[config.mk]
export PLATFORM = sky130hd
export DESIGN_NAME = rotary_decoder_flat
export DESIGN_NICKNAME = d
export VERILOG_FILES = /design/src/rtl/rotary_decoder_if.sv /design/src/rtl/rotary_decoder.sv /design/src/flat_wrapper.sv
export SDC_FILE = /design/constraint.sdc
export NUM_CORES = 1
export LEC_CHECK = 0
export ABC_AREA = 1
export BUFFER_PORTS_ARGS = -buffer_cell sky130_fd_sc_hd__buf_2
export CORE_ASPECT_RATIO = 2
export CORE_UTILIZATION = 58
export DETAILED_ROUTE_END_ITERATION = 8
export PLACE_DENSITY = 0.82
export SLEW_MARGIN = 20
export SYNTH_ARGS = -nofsm -noshare
export SYNTH_HDL_FRONTEND = slang
export SYNTH_SLANG_ARGS = --single-unit
[constraint.sdc]
create_clock -name clk -period 2.96 [get_ports clk]
set_input_delay 0.148 -clock clk [delete_from_list [all_inputs] [get_ports clk]]
set_output_delay 0.148 -clock clk [all_outputs]
set_load 0.01 [all_outputs]
[src/rtl/rotary_decoder_if.sv]
// Encoder-side bundle for the rotary decoder: raw quadrature channels in,
// detent step/direction/position/error out.
interface rotary_decoder_if;
  logic       enc_a;
  logic       enc_b;
  logic       step;
  logic       dir;
  logic [7:0] pos;
  logic       err;

  modport master (output enc_a, enc_b, input step, dir, pos, err);
  modport slave  (input enc_a, enc_b, output step, dir, pos, err);
endinterface

[src/rtl/rotary_decoder.sv]
// Quadrature rotary encoder decoder: synchronizes and debounces both channels,
// tracks sub-detent progress and emits one step pulse per full detent.
module rotary_decoder #(
  parameter int unsigned DEBOUNCE_CYCLES = 4
) (
  input  logic             clk,
  input  logic             rst,
  rotary_decoder_if.slave  bus
);

  localparam int unsigned CNT_W  = $clog2(DEBOUNCE_CYCLES + 1);
  localparam logic [1:0]  DETENT = 2'b11;

  // Channel pairs are ordered {A, B}.
  logic [1:0] sync1_q;
  logic [1:0] sync2_q;
  logic [1:0] deb;

  logic [1:0]        prev_q;
  logic [1:0]        prev_d;
  logic signed [3:0] acc_q;
  logic signed [3:0] acc_d;
  logic signed [3:0] acc_inc;
  logic              step_q;
  logic              step_d;
  logic              err_q;
  logic              err_d;
  logic              dir_q;
  logic              dir_d;
  logic [7:0]        pos_q;
  logic [7:0]        pos_d;
  logic              cw_c;

  // Two-flop synchronizer; idles high to match the detent state.
  always_ff @(posedge clk or posedge rst) begin
    if (rst) begin
      sync1_q <= 2'b11;
      sync2_q <= 2'b11;
    end else begin
      sync1_q <= {bus.enc_a, bus.enc_b};
      sync2_q <= sync1_q;
    end
  end

  // Per-channel debounce: accept a new level only after it persists.
  for (genvar i = 0; i < 2; i++) begin : g_deb
    logic             deb_q;
    logic [CNT_W-1:0] cnt_q;

    always_ff @(posedge clk or posedge rst) begin
      if (rst) begin
        deb_q <= 1'b1;
        cnt_q <= '0;
      end else if (sync2_q[i] == deb_q) begin
        cnt_q <= '0;
      end else if (cnt_q == CNT_W'(DEBOUNCE_CYCLES - 1)) begin
        deb_q <= sync2_q[i];
        cnt_q <= '0;
      end else begin
        cnt_q <= cnt_q + CNT_W'(1);
      end
    end

    assign deb[i] = deb_q;
  end

  // A single-bit change is clockwise when it follows 11->10->00->01->11.
  always_comb begin
    cw_c = 1'b0;
    case ({prev_q, deb})
      4'b11_10, 4'b10_00, 4'b00_01, 4'b01_11: cw_c = 1'b1;
      default:                                cw_c = 1'b0;
    endcase
  end

  // Decoder next-state: accumulate legal transitions, resolve on entry to detent.
  always_comb begin
    prev_d  = deb;
    acc_d   = acc_q;
    acc_inc = acc_q;
    step_d  = 1'b0;
    err_d   = 1'b0;
    dir_d   = dir_q;
    pos_d   = pos_q;
    if (deb != prev_q) begin
      if ((deb[1] != prev_q[1]) && (deb[0] != prev_q[0])) begin
        err_d = 1'b1;
        acc_d = '0;
      end else begin
        if (cw_c) begin
          acc_inc = (acc_q == 4'sd4) ? acc_q : acc_q + 4'sd1;
        end else begin
          acc_inc = (acc_q == -4'sd4) ? acc_q : acc_q - 4'sd1;
        end
        acc_d = acc_inc;
        if (deb == DETENT) begin
          acc_d = '0;
          if (acc_inc == 4'sd4) begin
            step_d = 1'b1;
            dir_d  = 1'b1;
            pos_d  = pos_q + 8'd1;
          end else if (acc_inc == -4'sd4) begin
            step_d = 1'b1;
            dir_d  = 1'b0;
            pos_d  = pos_q - 8'd1;
          end
        end
      end
    end
  end

  always_ff @(posedge clk or posedge rst) begin
    if (rst) begin
      prev_q <= DETENT;
      acc_q  <= '0;
      step_q <= 1'b0;
      err_q  <= 1'b0;
      dir_q  <= 1'b0;
      pos_q  <= 8'h00;
    end else begin
      prev_q <= prev_d;
      acc_q  <= acc_d;
      step_q <= step_d;
      err_q  <= err_d;
      dir_q  <= dir_d;
      pos_q  <= pos_d;
    end
  end

  assign bus.step = step_q;
  assign bus.err  = err_q;
  assign bus.dir  = dir_q;
  assign bus.pos  = pos_q;

endmodule

[src/flat_wrapper.sv]
// flat-port wrapper written by rule: the top's interface ports become plain ports
module rotary_decoder_flat 
#(
  parameter int unsigned DEBOUNCE_CYCLES = 4
)
  (clk, rst, bus_enc_a, bus_enc_b, bus_step, bus_dir, bus_pos, bus_err);
  rotary_decoder_if bus_i ();
  input  logic clk;
  input  logic rst;
  input wire logic [$bits(bus_i.enc_a)-1:0] bus_enc_a;
  input wire logic [$bits(bus_i.enc_b)-1:0] bus_enc_b;
  output wire logic [$bits(bus_i.step)-1:0] bus_step;
  output wire logic [$bits(bus_i.dir)-1:0] bus_dir;
  output wire logic [$bits(bus_i.pos)-1:0] bus_pos;
  output wire logic [$bits(bus_i.err)-1:0] bus_err;
  assign bus_i.enc_a = bus_enc_a;
  assign bus_i.enc_b = bus_enc_b;
  assign bus_step = bus_i.step;
  assign bus_dir = bus_i.dir;
  assign bus_pos = bus_i.pos;
  assign bus_err = bus_i.err;
  rotary_decoder #(.DEBOUNCE_CYCLES(DEBOUNCE_CYCLES)) u_core (.clk(clk), .rst(rst), .bus(bus_i));
endmodule
==> flow_metrics.env <==
export IMPL_fin_crit_ps=2761
export IMPL_whs_path_depth=0
export IMPL_dieHeight_um=78.77
export IMPL_drive_gt1_share_pct=34.25
export IMPL_final_max_slew_viol_count=0
export IMPL_netlist_instances=195
export IMPL_worstRegToRegCells=20
export IMPL_grt_usage_pct=26.23
export IMPL_grt_overflow=0
export IMPL_crit_chain="inv_2 > ha_4 > nand2_1 > nor2_2 > nand2_1 > nand2_1 > nand2_1 > a21oi_2 > nand2_4 > buf_4 > ha_1 > a21oi_2 > or2_2 > nand3_2 > nand2_1 > nand2_1 > nand2_1 > nand3_1 > nand2_1 > nand2_1"
export IMPL_top_usage_layer="met2"
export IMPL_insertion_delay_ps=290
export IMPL_slowest_delay_ps=420
export IMPL_globalRouteMet1Util_pct=27.08
export IMPL_syn_nets=210
export IMPL_drv_cap=0
export IMPL_grt_pass1_wl_um=5865
export IMPL_rr_endpoint="u_core.bus.pos[7]"
export IMPL_outcome="finished, final reports clean"
export IMPL_cts_root_buf="clkbuf_8"
export IMPL_rsz0062_at_grt="no"
export IMPL_cts_buffers=5
export IMPL_antenna_found_initial=0
export IMPL_max_slew_margin_pct=59.57
export IMPL_synth_area_leaders="dfrtp_1 (31%), dfstp_2 (12%), nand2_1 (11%)"
export IMPL_drc=0
export IMPL_end_kind="flip-flop"
export IMPL_grt_use_met2_pct=45.08
export IMPL_die_w_um=40.39
export IMPL_start_kind="flip-flop"
export IMPL_avgRoutedWirePerCell_um=14.90
export IMPL_min_delay_path_class="reg2reg"
export IMPL_clock_skew_ps=6.960
export IMPL_start_util_pct=61.70
export IMPL_crit_type="reg2reg"
export IMPL_vias=1423
export IMPL_grt_max_degree=30
export IMPL_setup_violations=0
export IMPL_synth_area_mm2=0.001709
export IMPL_synthArstFlopShare_pct=100.0
export IMPL_die_area_mm2=0.003181
export IMPL_grt_pass1_vias=1440
export IMPL_path_common_cell="nand2_1"
export IMPL_rows=27
export IMPL_core_area_mm2=0.002770
export IMPL_io_buffer_count=14
export IMPL_drt_initial_drc_count=52
export IMPL_ys_seq_elements=29
export IMPL_r2r_start="u_core.acc_q[1]"
export IMPL_cts_tree="done"
export IMPL_stdcell_count=248
export IMPL_clkSinkCount=29
export IMPL_min_to="u_core.sync2_q[1]"
export IMPL_h_tree_depth=2
export IMPL_cp_top_family="simple AND/OR/NAND/NOR gates"
export IMPL_synth_edf_count=0
export IMPL_gp_congestion=0.8496
export IMPL_worstPathMaxFanout=6
export IMPL_viasPerCell=5.738
export IMPL_synth_top_area_cell="dfrtp_1"
export IMPL_avgSynthCellArea_um2=8.765
export IMPL_synth_top_area_share_pct=30.75
export IMPL_worstHoldStart="u_core.sync1_q[1]"
export IMPL_synth_warnings=0
export IMPL_drt_total_wl_um=3695
export IMPL_ys_flop_type="dfrtp_1"
export IMPL_rrSetupSlack_ps=200
export IMPL_worstMarginPinSlew_ps=605.6
export IMPL_clkTransAtPathRegs_ps=70
export IMPL_num_nets_final=233
export IMPL_fmax_ghz=0.3622
export IMPL_yosysSeqAreaShare_pct=43.05
export IMPL_crit_required_ps=3140
export IMPL_ios=15
export IMPL_use_met3_pct=5.587
export IMPL_cts_buffer_depth=2
export IMPL_hold_violations=0
export IMPL_antenna_cells=0
export IMPL_finalCritPeriodShare_pct=93.28
export IMPL_dp_final_hpwl_um=2520
export IMPL_crit_buf_inv=2
export IMPL_arrival_ps=2940
export IMPL_antenna_left=0
export IMPL_yosysMostFrequentCell="nand2_1"
export IMPL_synth_cell_types=30
export IMPL_cp_slowest_cell="dfrtp_1"
export IMPL_area_growth_pct=19.91
export IMPL_dr_pass1_iters=4
export IMPL_yosys_top_cells_count="nand2_1 (50), dfrtp_1 (21), inv_1 (17)"
export IMPL_dp_cells=236
==> cells by family (layout without fill, tap and decap cells) <==
kind of cell	Yosys count	count (layout)	share of synthesized area, %
fa+ha+maj	11	11	8.492
flops	29	29	43.05
compound gates	23	23	8.784
buf+inv	25	49	7.321
simple gates	96	96	26.72
xor+xnor	11	11	5.637
==> state kept, by name (all words and copies together), names as in the netlist <==
signal,count
u_core.g_deb.cnt_q,6
u_core.acc_q,4
u_core.bus.pos,8
u_core.bus.dir,1
u_core.sync1_q,2
u_core.bus.err,1
u_core.g_deb.deb_q,2
u_core.prev_q,2
u_core.bus.step,1
u_core.sync2_q,2
==> how the worst max path moves through the flow <==
stage,slack [ps],cells after the start,startpoint,to
5_1_grt,20,20,u_core.acc_q[0],u_core.bus.pos[7]
6_report,200,20,u_core.acc_q[1],u_core.bus.pos[7]
4_1_cts,10,18,u_core.acc_q[1],u_core.bus.pos[7]
3_3_place_gp,100,18,u_core.acc_q[1],u_core.bus.pos[7]
3_5_place_dp,-20,18,u_core.acc_q[1],u_core.bus.pos[7]
2_1_floorplan,230,18,u_core.acc_q[0],u_core.bus.pos[7]
==> metrics by stage <==
stage | area (um^2) | setup TNS (ps) | setup slack, ps | util [%] | hold slack (ps)
6_report | 2049 | 0 | 199.0 | 73.98 | 357.5
5_1_grt | 2049 | 0 | 22.69 | 73.98 | 362.7
4_1_cts | 1947 | 0 | 14.61 | 70.28 | 170.6
3_5_place_dp | 1789 | -19.75 | -19.75 | 64.59 | 254.4
3_3_place_gp | 1789 | 0 | 101.8 | 64.59 | 253.0
2_1_floorplan | 1709 | 0 | 232.2 | - | 152.5
==> cell usage in the layout (no fill, tap or decap), types with 2 or more instances in the layout <==
master,n
clkbuf_8,6
o22ai_1,4
nand3_1,10
nor3_1,2
buf_2,14
ha_1,4
ha_4,6
nand2_2,10
nor3b_1,2
dlygate4sd3_1,3
xnor2_1,8
buf_4,3
inv_2,5
nor2_1,7
a21oi_1,4
or2_2,2
dfrtp_1,20
xor2_1,3
nor2_4,2
nor2_2,2
inv_4,2
inv_1,14
dfstp_2,8
nand4_1,7
nand2_4,2
o21ai_2,6
a31oi_1,2
nand2_1,49
a21oi_2,3
==> layout make-up <==
cell class	instances	area (um^2)
Tap cell	29	36.28
Sequential cell	29	737.0
Timing Repair Buffer	20	122.6
Clock inverter	2	37.54
Inverter	21	83.83
Clock buffer	6	82.58
Fill cell	200	720.7
Multi-Input combinational cell	141	949.7
==> per-layer routing <==
| metal | part of all wire [%] | up-vias |
|---|---|---|
| met2 | 57 | 48 |
| met1 | 36 | 685 |
| met5 | 0 | - |
| li1 | - | 678 |
| met4 | 3.2 | 0 |
| met3 | 3.3 | 12 |
==> repair_timing <==
action	4_1_cts	5_1_grt
endpoints found under the setup margin	1	3
buffers inserted	0	1
pin swaps	0	3
endpoints found under the hold margin	2	21
resized for setup	3	15
hold buffers	2	1
Power is left out: the tool's default activity adds up to more than one toggle a clock period on the data nets, which glitch-free logic cannot reach.
